===== src/rtl/muldiv_if.sv =====
// Request/response bundle between the multicycle control unit and muldiv_unit.
// The control side drives the master modport; the engine takes the slave modport.
interface muldiv_if #(
  parameter int WIDTH = 32
);
  logic             start;
  logic [1:0]       op;
  logic [WIDTH-1:0] a;
  logic [WIDTH-1:0] b;
  logic             hilo_we;
  logic             hilo_sel;
  logic [WIDTH-1:0] hilo_wdata;
  logic             busy;
  logic             done;
  logic             div_zero;
  logic [WIDTH-1:0] hi;
  logic [WIDTH-1:0] lo;

  modport master (
    output start, op, a, b, hilo_we, hilo_sel, hilo_wdata,
    input  busy, done, div_zero, hi, lo
  );

  modport slave (
    input  start, op, a, b, hilo_we, hilo_sel, hilo_wdata,
    output busy, done, div_zero, hi, lo
  );
endinterface


===== src/rtl/muldiv_unit.sv =====
// Iterative signed/unsigned multiply/divide engine with HI/LO registers.
// Define MULDIV_EARLY_EXIT_EN to end MUL once the remaining multiplier is zero.
module muldiv_unit #(
  parameter int WIDTH = 32
) (
  input  logic      clock,
  input  logic      reset,
  muldiv_if.slave   bus
);

  localparam int CNT_W = $clog2(WIDTH + 1);

  typedef enum logic [1:0] {IDLE, MUL, DIV, FIX} state_t;

  function automatic logic [WIDTH-1:0] magnitude(input logic [WIDTH-1:0] v, input logic neg);
    return neg ? (~v) + WIDTH'(1) : v;
  endfunction

  function automatic logic [2*WIDTH-1:0] fix_sign(input logic [2*WIDTH-1:0] v, input logic neg);
    return neg ? (~v) + (2*WIDTH)'(1) : v;
  endfunction

  state_t             state_q, state_d;
  logic [CNT_W-1:0]   cnt_q;
  logic               dz_q;
  logic               done_q;
  logic               div_zero_q;
  logic [WIDTH-1:0]   hi_q, lo_q;

  logic [2*WIDTH-1:0] mcand_q;
  logic [WIDTH-1:0]   mplier_q;
  logic [2*WIDTH-1:0] prod_q;
  logic [WIDTH-1:0]   quo_q;
  logic [WIDTH-1:0]   rem_q;
  logic [WIDTH-1:0]   dvsr_q;
  logic               neg_q;
  logic               rneg_q;
  logic               op_div_q;

  logic signed [WIDTH-1:0] a_s, b_s;
  logic               is_signed, a_neg, b_neg;
  logic [WIDTH-1:0]   mag_a, mag_b;
  logic               accept, div_by_zero;
  logic [WIDTH-1:0]   mplier_nxt;
  logic [WIDTH:0]     trial;
  logic [2*WIDTH-1:0] prod_fix, quo_fix, rem_fix;

  assign a_s         = bus.a;
  assign b_s         = bus.b;
  assign is_signed   = ~bus.op[0];
  assign a_neg       = is_signed && (a_s < 0);
  assign b_neg       = is_signed && (b_s < 0);
  assign mag_a       = magnitude(bus.a, a_neg);
  assign mag_b       = magnitude(bus.b, b_neg);
  assign accept      = bus.start && (state_q == IDLE);
  assign div_by_zero = bus.op[1] && (bus.b == '0);
  assign mplier_nxt  = mplier_q >> 1;

  // Restoring step: shift the next dividend bit into the partial remainder and trial-subtract.
  assign trial = {rem_q, quo_q[WIDTH-1]} - {1'b0, dvsr_q};

  always_comb begin
    prod_fix = fix_sign(prod_q, neg_q);
    quo_fix  = fix_sign({{WIDTH{1'b0}}, quo_q}, neg_q);
    rem_fix  = fix_sign({{WIDTH{1'b0}}, rem_q}, rneg_q);
  end

  always_comb begin
    state_d = state_q;
    case (state_q)
      IDLE: begin
        if (accept) begin
          if (div_by_zero)    state_d = FIX;
          else if (bus.op[1]) state_d = DIV;
`ifdef MULDIV_EARLY_EXIT_EN
          else if (mag_b == '0) state_d = FIX;
`endif
          else                state_d = MUL;
        end
      end
      MUL: begin
`ifdef MULDIV_EARLY_EXIT_EN
        if (cnt_q == CNT_W'(1) || mplier_nxt == '0) state_d = FIX;
`else
        if (cnt_q == CNT_W'(1)) state_d = FIX;
`endif
      end
      DIV:     if (cnt_q == CNT_W'(1)) state_d = FIX;
      FIX:     state_d = IDLE;
      default: state_d = IDLE;
    endcase
  end

  always_ff @(posedge clock or negedge reset) begin
    if (!reset) begin
      state_q    <= IDLE;
      cnt_q      <= '0;
      dz_q       <= 1'b0;
      done_q     <= 1'b0;
      div_zero_q <= 1'b0;
      hi_q       <= '0;
      lo_q       <= '0;
    end else begin
      state_q    <= state_d;
      done_q     <= (state_q == FIX);
      div_zero_q <= (state_q == FIX) && dz_q;
      if (accept) begin
        cnt_q <= CNT_W'(WIDTH);
        dz_q  <= div_by_zero;
      end else if (state_q == MUL || state_q == DIV) begin
        cnt_q <= cnt_q - CNT_W'(1);
      end
      // A direct write in the accept cycle lands first; the FIX write later replaces it.
      if (state_q == FIX && !dz_q) begin
        if (op_div_q) begin
          hi_q <= rem_fix[WIDTH-1:0];
          lo_q <= quo_fix[WIDTH-1:0];
        end else begin
          hi_q <= prod_fix[2*WIDTH-1:WIDTH];
          lo_q <= prod_fix[WIDTH-1:0];
        end
      end else if (state_q == IDLE && bus.hilo_we) begin
        if (bus.hilo_sel) hi_q <= bus.hilo_wdata;
        else              lo_q <= bus.hilo_wdata;
      end
    end
  end

  // Iteration datapath; only meaningful between accept and FIX, so it carries no reset.
  always_ff @(posedge clock) begin
    if (accept) begin
      mcand_q  <= {{WIDTH{1'b0}}, mag_a};
      mplier_q <= mag_b;
      prod_q   <= '0;
      quo_q    <= mag_a;
      rem_q    <= '0;
      dvsr_q   <= mag_b;
      neg_q    <= a_neg ^ b_neg;
      rneg_q   <= a_neg;
      op_div_q <= bus.op[1];
    end else if (state_q == MUL) begin
      if (mplier_q[0]) prod_q <= prod_q + mcand_q;
      mcand_q  <= mcand_q << 1;
      mplier_q <= mplier_nxt;
    end else if (state_q == DIV) begin
      if (!trial[WIDTH]) begin
        rem_q <= trial[WIDTH-1:0];
        quo_q <= {quo_q[WIDTH-2:0], 1'b1};
      end else begin
        rem_q <= {rem_q[WIDTH-2:0], quo_q[WIDTH-1]};
        quo_q <= {quo_q[WIDTH-2:0], 1'b0};
      end
    end
  end

  assign bus.busy     = (state_q != IDLE);
  assign bus.done     = done_q;
  assign bus.div_zero = div_zero_q;
  assign bus.hi       = hi_q;
  assign bus.lo       = lo_q;

endmodule


===== src/flat_wrapper.sv =====
// flat-port wrapper written by rule: the top's interface ports become plain ports
module muldiv_unit_flat 
#(
  parameter int WIDTH = 32
)
  (clock, reset, bus_start, bus_op, bus_a, bus_b, bus_hilo_we, bus_hilo_sel, bus_hilo_wdata, bus_busy, bus_done, bus_div_zero, bus_hi, bus_lo);
  muldiv_if #(.WIDTH(WIDTH)) bus_i ();
  input  logic clock;
  input  logic reset;
  input wire logic [$bits(bus_i.start)-1:0] bus_start;
  input wire logic [$bits(bus_i.op)-1:0] bus_op;
  input wire logic [$bits(bus_i.a)-1:0] bus_a;
  input wire logic [$bits(bus_i.b)-1:0] bus_b;
  input wire logic [$bits(bus_i.hilo_we)-1:0] bus_hilo_we;
  input wire logic [$bits(bus_i.hilo_sel)-1:0] bus_hilo_sel;
  input wire logic [$bits(bus_i.hilo_wdata)-1:0] bus_hilo_wdata;
  output wire logic [$bits(bus_i.busy)-1:0] bus_busy;
  output wire logic [$bits(bus_i.done)-1:0] bus_done;
  output wire logic [$bits(bus_i.div_zero)-1:0] bus_div_zero;
  output wire logic [$bits(bus_i.hi)-1:0] bus_hi;
  output wire logic [$bits(bus_i.lo)-1:0] bus_lo;
  assign bus_i.start = bus_start;
  assign bus_i.op = bus_op;
  assign bus_i.a = bus_a;
  assign bus_i.b = bus_b;
  assign bus_i.hilo_we = bus_hilo_we;
  assign bus_i.hilo_sel = bus_hilo_sel;
  assign bus_i.hilo_wdata = bus_hilo_wdata;
  assign bus_busy = bus_i.busy;
  assign bus_done = bus_i.done;
  assign bus_div_zero = bus_i.div_zero;
  assign bus_hi = bus_i.hi;
  assign bus_lo = bus_i.lo;
  muldiv_unit #(.WIDTH(WIDTH)) u_core (.clock(clock), .reset(reset), .bus(bus_i));
endmodule

===== config.mk =====
export PLATFORM = sky130hd
export DESIGN_NAME = muldiv_unit_flat
export DESIGN_NICKNAME = d
export VERILOG_FILES = /design/src/rtl/muldiv_if.sv /design/src/rtl/muldiv_unit.sv /design/src/flat_wrapper.sv
export SDC_FILE = /design/constraint.sdc
export NUM_CORES = 1
export LEC_CHECK = 0
export ABC_AREA = 0
export BUFFER_PORTS_ARGS = -buffer_cell sky130_fd_sc_hd__buf_2
export CAP_MARGIN = 25
export CORE_ASPECT_RATIO = 2
export CORE_MARGIN = 2
export CORE_UTILIZATION = 35
export DETAILED_ROUTE_END_ITERATION = 8
export GPL_TIMING_DRIVEN = 0
export PLACE_DENSITY = 0.53
export SYNTH_ARGS = -nofsm -noshare
export SYNTH_HDL_FRONTEND = slang
export SYNTH_SLANG_ARGS = --single-unit

===== constraint.sdc =====
create_clock -name clock -period 4.85 [get_ports clock]
set_input_delay 0.485 -clock clock [delete_from_list [all_inputs] [get_ports clock]]
set_output_delay 0.485 -clock clock [all_outputs]
set_load 0.005 [all_outputs]

# Word level (Yosys, flattened, before mapping)
# Cells that the tools add are included.
# W data, S select, Z words.
# totals
register_bits	334
inputBits	103
output_inout_bits	67
elab_cells	96
# op_classes
n_addsub	8
magnitude_cmp	2
n_eq_ne	8
n_mux	29
bitwise_logic	8
reduce_logical	24
# op_table
cell	count
$mux W32	20
$add A32 B1 Y32 const B	4
$not A32 Y32	4
$add A64 B1 Y64 const B	1
$add A64 B64 Y64	1
$lt A32 B1 Y1 const B	2
$mux W64	1
$not A64 Y64	1
$sub A33 B32 Y33	1
$logic_not A32 Y1	1
$mux W6	2
$reduce_and A2 Y1	6
$reduce_bool A2 Y1	6
$mux W2	4
$ne A2 B1 Y1 const B	4
$logic_and A1 B1 Y1	7
$eq A6 B1 Y1 const B	1
$pmux W2 S3	1
$sub A6 B1 Y6 const B	1
$eq A2 B2 Y1 const B	2
$eq A2 B1 Y1 const B	1
$logic_not A2 Y1	1
$not A1 Y1	2
$reduce_or A2 Y1	1
other kinds (4)	4

# Longest topological paths before layout
# Gate-level depths: netlist of run 1.
# logic_depth
depth_word	5
depth_mapped	15
ltp_nobuf	13

# Worst setup path after synthesis of run 1
# OpenSTA, ideal clock, no wires.
# synth_path
path_kind	register to register
start	register u_core.state_q[1]
end	register u_core.mcand_q[0], enable pin
setup_time_ns	0.433
arrival_time_ns	3.037
setup_slack_ns	1.380
stages_incl_launch_ff	6
synth_period_minus_slack_ns	3.470
cell_sequence	dfrtp_1 -> inv_1 -> ha_1 -> clkbuf_1 -> clkbuf_1 -> nand2b_1
# synth_between
elab_chain_len	3
# synth_lines
element	line	text
start: declaration	muldiv_unit.sv:23	state_t state_q, state_d;
start signal: assignment	muldiv_unit.sv:104	state_q <= state_d;
$logic_not A2 Y1	muldiv_unit.sv:55	assign accept = bus.start && (state_q == IDLE);
$logic_and A1 B1 Y1	muldiv_unit.sv:55	
$reduce_bool A2 Y1 (no source line) *	--	
end signal: assignment	muldiv_unit.sv:132	mcand_q <= {{WIDTH{1'b0}}, mag_a};
end signal: assignment	muldiv_unit.sv:143	mcand_q <= mcand_q << 1;
end: declaration	muldiv_unit.sv:30	logic [2*WIDTH-1:0] mcand_q;
# Mark *: on every way between the ends. The rest lies on a longest branch, timed or not.
# A chain may end at the register's enable or synchronous reset.

# Worst setup path in the final report of run 1
# layout_path
start	register u_core.prod_q[0]
end	register u_core.prod_q[54]
# layout_between
elab_chain_len	1
# layout_lines
element	line	text
start: declaration	muldiv_unit.sv:32	logic [2*WIDTH-1:0] prod_q;
start signal: assignment	muldiv_unit.sv:142	if (mplier_q[0]) prod_q <= prod_q + mcand_q;
$add A64 B64 Y64	muldiv_unit.sv:142	
# No other way between the ends.

==> summary.txt, run 1 <==
Buf/Inv on CP -> 0
CP most frequent cell -> a31oi_1
Relative slew slack -> 0.3054
Ys flop type -> edfxtp_1
ANT nets after route -> 0
Pins Over Slew Limit -> 0
RSZ-0062 raised after global routing -> false
Worst Hold Path Cells -> 3
Die Area -> 0.06696 sq mm
Vias in the first global route -> 20310
Share of layout cells above drive strength 1 -> 0.09447
Synth Warn # -> 0
Clk_lat worst skew -> 0.56 ns
Tcrit/Tclk final -> 0.9230
Drt pass-1 iters -> 6
Worst path slowest cell -> o41ai_2
Largest net degree at the start of global routing -> 56
Nets -> 3099
PortBufs -> 169
Asr flop ratio synth -> 0.2246
Area growth syn-to-layout -> 13.93%
Crit path kind -> flip-flop to flip-flop
Die width -> 184.0 um
Routed length per instance -> 22.76 um
Num rows -> 132
Biggest cell delay along the critical path -> 0.58 ns
Post-synth EDFFs -> 131
Critical path endpoint category -> flip-flop
Final hold violation count -> 0
Setup crit start kind -> flip-flop
Slew @ Worst Pin -> 1.042 ns
Clk sinks -> 334
Reg2reg setup slack -> 0.37 ns
Gr ovfl total -> 0
Max-Cap Viols -> 0
Hold endpoint -> u_core.bus.hi[11]
Outcome -> completed
Total CTS buffers -> 36
Core area -> 0.06441 sq mm
Post-CTS setup buffer count -> 0
Final GP Congestion -> 0.9340
Clock skew -> 0.01968 ns
Diode count -> 0
DRC -> 0
Cell Pwr Density -> 680.5 mW/mm^2
Via count -> 21300
Post-layout util -> 0.4010
Max Freq -> 0.2234 GHz
Initial antenna violation count -> 3
Via density per instance -> 5.733
Clk slew on worst S/H paths -> 0.06 ns
TritonCTS clock tree -> yes
IO Pins -> 170
Tmin final -> 4.477 ns
Post-Layout Cell Count -> 3715
Avg Cell Area, Syn -> 8.485 sq um
Synth Cell Area -> 0.02267 sq mm
Die height -> 363.9 um
FF-to-FF path depth -> 12
CP Data Required Time -> 5.28 ns
Post-detail-place hpwl -> 67600 um
H-tree depth -> 2
Mapped Cells -> 2672
Setup violations, final -> 0
DRT Wirelength -> 84540 um
Crit path depth -> 12
Worst-path fanout max -> 7
Critical R2R Capture -> u_core.prod_q[54]
Syn Nets -> 2886
Static Leak -> 10.44 nW
CTS root buffer -> clkbuf_16
First-pass GRT wire length -> 126900 um
Largest delay share family, worst path -> compound AO/OA/AOI/OAI gates
CP Data Arrival Time -> 4.90 ns
Worst Hold Launch -> bus_hilo_wdata[11]
Synth Register Bits -> 334
VDD IR max -> 0.3257 mV
Worst min path class -> primary input to flip-flop
Register area share after synthesis -> 0.3693
Cells after DPL -> 3650
Max clock buf depth -> 3
Cell variety after synth -> 79
Gr usage total -> 0.2505
Starting DRT DRC Count -> 1728
CP cell instances -> ha_1, fa_1, a211oi_1, o21ai_0, a21oi_1, o41ai_2, a31oi_1, a31oi_1, a31oi_1, o21ai_0, a21oi_1, or3_1
Critical R2R Launch -> u_core.prod_q[0]
Initial Util -> 0.3520
cells in the final DEF, fill, tap and decap left out, drive strengths merged, types with 41 or more instances in the layout:
master	Yosys	final
nand2	384	384
a21oi	238	238
o21ai	213	213
buf	11	185
clkbuf	130	175
nor2	168	168
xnor2	144	144
edfxtp	131	131
dfxtp	128	128
xor2	113	113
ha	109	109
inv	78	79
dfrtp	75	75
o21a	68	68
a21o	49	49
nand3	48	48
o31ai	44	44
a31oi	41	41
sequential cells by signal, indices dropped and copies added, names as in the netlist:
signal,count
u_core.mcand_q,64
u_core.prod_q,64
u_core.bus.hi,32
u_core.bus.lo,32
u_core.dvsr_q,32
u_core.mplier_q,32
u_core.quo_q,32
u_core.rem_q,32
u_core.cnt_q,6
u_core.state_q,2
u_core.bus.div_zero,1
u_core.bus.done,1
u_core.dz_q,1
u_core.neg_q,1
u_core.op_div_q,1
u_core.rneg_q,1
worst register-to-register path: stages (launching register included):
cell and delay, ns:
dfxtp_1 0.54, ha_1 0.25, fa_1 0.24, a211oi_1 0.10, o21ai_0 0.44, a21oi_1 0.27
o41ai_2 0.58, a31oi_1 0.30, a31oi_1 0.42, a31oi_1 0.31, o21ai_0 0.44, a21oi_1 0.13
or3_1 0.34
per-layer routing:
layer | wire length [um] | GRT usage | up-vias
li1 | - | - | 10120
met4 | 4449 | 0.1183 | 2
met3 | 5358 | 0.03257 | 156
met1 | 36790 | 0.3353 | 10220
met2 | 37930 | 0.3993 | 794
met5 | 13 | 0 | -
final cells by class:
| cell class | instances | area (sq um) |
|---|---|---|
| fillers | 6687 | 38580 |
| multi-input cells | 2118 | 13510 |
| flip-flops and latches | 334 | 8373 |
| well taps | 804 | 1006 |
| clock buffers | 45 | 997.2 |
| repair buffers | 175 | 968.4 |
| plain buffers | 141 | 531.8 |
| inverters | 79 | 296.5 |
| clock inverters | 19 | 153.9 |
repair_timing:
item	CTS	global route
endpoints found under the setup margin	17	25
gates resized for setup	1	5
hold buffers	1	0
endpoints found under the hold margin	24	0
Yosys cell counts (all sizes together) (75+ instances only):
| library cell | number | area share |
|---|---|---|
| nand2 | 384 | 0.064 |
| dfrtp | 75 | 0.083 |
| nor2 | 168 | 0.028 |
| clkbuf | 130 | 0.022 |
| a21oi | 238 | 0.053 |
| xnor2 | 144 | 0.056 |
| xor2 | 113 | 0.044 |
| dfxtp | 128 | 0.11 |
| ha | 109 | 0.060 |
| edfxtp | 131 | 0.17 |
| o21ai | 213 | 0.047 |
| inv | 78 | 0.013 |
cells by family (layout without fill, tap and decap cells):
group,after synthesis,in the layout,synth area share
compound gates,843,843,0.2334
mux,50,50,0.02312
simple gates,857,857,0.1765
buf+inv,220,459,0.03642
flops,334,334,0.3693
xor+xnor,257,257,0.09928
fa+ha+maj,111,111,0.06192
report_power, final:
group | total [W] | leakage, nW | internal (W) | switching (W)
Combinational | 0.00910 | 6.68 | 0.00345 | 0.00566
Sequential | 0.00566 | 3.19 | 0.00434 | 0.00133
Clock | 0.00281 | 0.567 | 0.00157 | 0.00124
Total | 0.0176 | 10.4 | 0.00935 | 0.00822
how the worst max path moves through the flow:
stage | startpoint | end | slack, ns
after CTS | u_core.prod_q[0] | u_core.prod_q[58] | 0.17
after detailed placement | u_core.rem_q[0] | u_core.rem_q[21] | -0.04
final | u_core.prod_q[0] | u_core.prod_q[54] | 0.37
after global placement | u_core.state_q[0] | u_core.quo_q[9] | -0.41
after global routing | u_core.rem_q[0] | u_core.rem_q[18] | 0.03
after floorplan | u_core.state_q[1] | u_core.mcand_q[0] | 1.38
through the flow:
step | setup WS (ns) | instance area [sq um] | setup TNS (ns) | total power, W | hold WS, ns
4_1_cts | 0.1723 | 25810 | 0 | 0.01752 | 0.1568
3_3_place_gp | -0.4073 | 24520 | -28.25 | 0.01453 | 0.4676
5_1_grt | 0.02980 | 25830 | 0 | 0.01879 | 0.1881
3_5_place_dp | -0.04057 | 24650 | -0.2050 | 0.01466 | 0.4207
6_report | 0.3734 | 25830 | 0 | 0.01758 | 0.1755
2_1_floorplan | 1.381 | 22670 | 0 | 0.01139 | 0.1894
No activity file was read; power rests on OpenSTA's default activity.
==> inputs of run 2 (changes only) <==
--- a/config.mk
+++ b/config.mk
@@ -10,10 +10,10 @@
 export CAP_MARGIN = 25
 export CORE_ASPECT_RATIO = 2
 export CORE_MARGIN = 2
-export CORE_UTILIZATION = 35
+export CORE_UTILIZATION = 62
 export DETAILED_ROUTE_END_ITERATION = 8
 export GPL_TIMING_DRIVEN = 0
-export PLACE_DENSITY = 0.53
+export PLACE_DENSITY = 0.84
 export SYNTH_ARGS = -nofsm -noshare
 export SYNTH_HDL_FRONTEND = slang
 export SYNTH_SLANG_ARGS = --single-unit
==> summary.txt, run 2 (synthesized netlist as in run 1, its figures left out) <==
Outcome -> completed
Worst min path class -> primary input to flip-flop
Minimum hold slack -> 0.06485 ns (-0.1106 ns)
Most frequent cells in the layout -> nand2_1, a21oi_1, o21ai_0
First-pass GRT wire length -> 133200 um (+4.9%)
Static Leak -> 10.42 nW (-0.16%)
Tcrit/Tclk final -> 0.9818 (+0.05883)
Post-CTS setup buffer count -> 0 (unchanged)
Post-Layout Cell Count -> 3362 (-9.5%)
Critical R2R Launch -> u_core.prod_q[0]
Die Area -> 0.03821 sq mm (-43%)
Largest net degree at the start of global routing -> 65 (+16%)
Clk slew on worst S/H paths -> 0.07 ns (about the same)
PortBufs -> 169 (unchanged)
Via count -> 22910 (+7.6%)
Gr ovfl total -> 0 (unchanged)
Pins Over Slew Limit -> 0 (unchanged)
Initial Util -> 0.6247 (+0.2727)
Post-detail-place hpwl -> 70640 um (+4.5%)
DRC -> 0 (unchanged)
Max-Cap Viols -> 0 (unchanged)
Clk sinks -> 334 (unchanged)
Design Area, Final -> 0.02530 sq mm (-2.0%)
Dpl ws -> -0.4943 ns (-0.4538 ns)
Vias in the first global route -> 22830 (+12%)
Post-layout util -> 0.6972 (+0.2961)
Final hold violation count -> 0 (unchanged)
Biggest cell delay along the critical path -> 0.62 ns (+0.04 ns)
Cells after DPL -> 3299 (-9.6%)
Slew @ Worst Pin -> 1.207 ns (+0.1652 ns)
ANT nets after route -> 0 (unchanged)
Via density per instance -> 6.815 (+19%)
Max Freq -> 0.2100 GHz (-6.0%)
TritonCTS clock tree -> yes
Drt pass-1 iters -> 9 (+3)
Reg2reg setup slack -> 0.09 ns (-0.29 ns)
FF-to-FF path depth -> 12 (unchanged)
Worst Hold Path Cells -> 1 (-2)
Setup violations, final -> 0 (unchanged)
Total CTS buffers -> 31 (-14%)
IO Pins -> 170 (unchanged)
Initial antenna violation count -> 6 (+3)
Die height -> 274.4 um (-25%)
Hold endpoint -> u_core.op_div_q
Highest routed metal layer -> met5
CP cell instances -> ha_1, fa_1, a211oi_1, o21ai_0, a21oi_1, o41ai_4, a31oi_1, a31oi_1, a31oi_1, o41ai_1, mux2_2, o22ai_1
Most common cell after layout, fill and taps aside -> nand2_1
H-tree depth -> 1 (-1)
Num rows -> 99 (-25%)
Routed length per instance -> 26.73 um (+17%)
Share of layout cells above drive strength 1 -> 0.09598 (+0.001506)
Clk_lat worst skew -> 0.63 ns (+0.07 ns)
Worst Hold Launch -> bus_op[1]
Relative slew slack -> 0.1868 (-0.1187)
Tmin final -> 4.762 ns (+0.2853 ns)
CTS root buffer -> clkbuf_16
Final GP Congestion -> 1.054 (+13%)
Worst-path fanout max -> 7 (unchanged)
Metal2 WL -> 43380 um (+14%)
Core area -> 0.03629 sq mm (-44%)
Area growth syn-to-layout -> 11.60%
Buf/Inv on CP -> 0 (unchanged)
Cell Pwr Density -> 702.0 mW/mm^2 (+3.2%)
CP most frequent cell -> a31oi_1
Clock skew -> 0.03210 ns (+0.01242 ns)
VDD IR max -> 0.6212 mV (+91%)
Largest regs -> u_core.mcand_q x64, u_core.prod_q x64
Critical path endpoint category -> flip-flop
Gr usage total -> 0.4602 (+0.2097)
Die width -> 139.2 um (-24%)
Crit path kind -> flip-flop to flip-flop
Routed wl met3 -> 7445 um (+39%)
Starting DRT DRC Count -> 1990 (+15%)
RSZ-0062 raised after global routing -> false
Critical R2R Capture -> u_core.prod_q[58]
CP Data Required Time -> 5.36 ns (+0.08 ns)
Nets -> 3096 (-0.097%)
DRT Wirelength -> 89850 um (+6.3%)
Max clock buf depth -> 3 (unchanged)
Setup crit start kind -> flip-flop
WL met1 -> 27080 um (-26%)
PnR worst setup slack -> 0.08809 ns (-0.2853 ns)
Worst path slowest cell -> o41ai_4
CP Data Arrival Time -> 5.27 ns (+0.37 ns)
Cell Area, Placed -> 0.02420 sq mm (-1.9%)
Largest delay share family, worst path -> compound AO/OA/AOI/OAI gates
[run 2: changes by cell type in the layout (fill, tap and decap cells not counted), moves of 3 or more]
cell       before  now
clkbuf_16      38   33
clkinv_2        8    3
clkinv_4        2    5
inv_4           1    4
clkbuf_2        2    6
clkbuf_4        0    3
clkbuf_1      133  127
[run 2: how the worst max path moves through the flow]
stage	end	cells past startpoint	slack, ns	startpoint
after floorplan	u_core.mcand_q[0]	5	1.38	u_core.state_q[1]
after global placement	u_core.prod_q[58]	12	-0.50	u_core.prod_q[0]
after detailed placement	u_core.rem_q[9]	14	-0.49	u_core.rem_q[0]
after CTS	u_core.rem_q[9]	14	0.09	u_core.rem_q[0]
after global routing	u_core.rem_q[9]	14	0.05	u_core.rem_q[0]
final	u_core.prod_q[58]	12	0.09	u_core.prod_q[0]
[run 2: repair_timing]
item                       4_1_cts  5_1_grt
hold buffers                     1        0
resized for setup                4        7
hold endpoints to repair        11        0
setup endpoints to repair       28       22
[run 2: per-stage QoR]
stage | TNS, ns | total power [W]
after global routing | 0 | 0.01858
final | 0 | 0.01776
after floorplan | 0 | 0.01139
after CTS | 0 | 0.01730
after global placement | -19.91 | 0.01439
after detailed placement | -9.268 | 0.01469
[run 2: cell type report]
cell class,instances,area (sq um)
multi-input combinational,2118,13520
fill,2961,10990
sequential,334,8373
timing repair buffer,177,963.4
clock buffer,38,875.8
tap,454,568.0
buffer,141,535.5
inverter,79,296.5
clock inverter,20,168.9
antenna,1,2.502
[run 2: report_power, final]
part	switching [W]	internal [W]	total, W
clock network	0.00122	0.00136	0.00258
logic	0.00614	0.00345	0.00959
registers	0.00125	0.00434	0.00559
total	0.00861	0.00915	0.0178
[run 2: metal layers]
layer	up-vias	track usage
li1	10100	-
met1	10740	0.4361
met2	1495	0.7982
met3	573	0.08505
met4	2	0.4867
met5	-	0
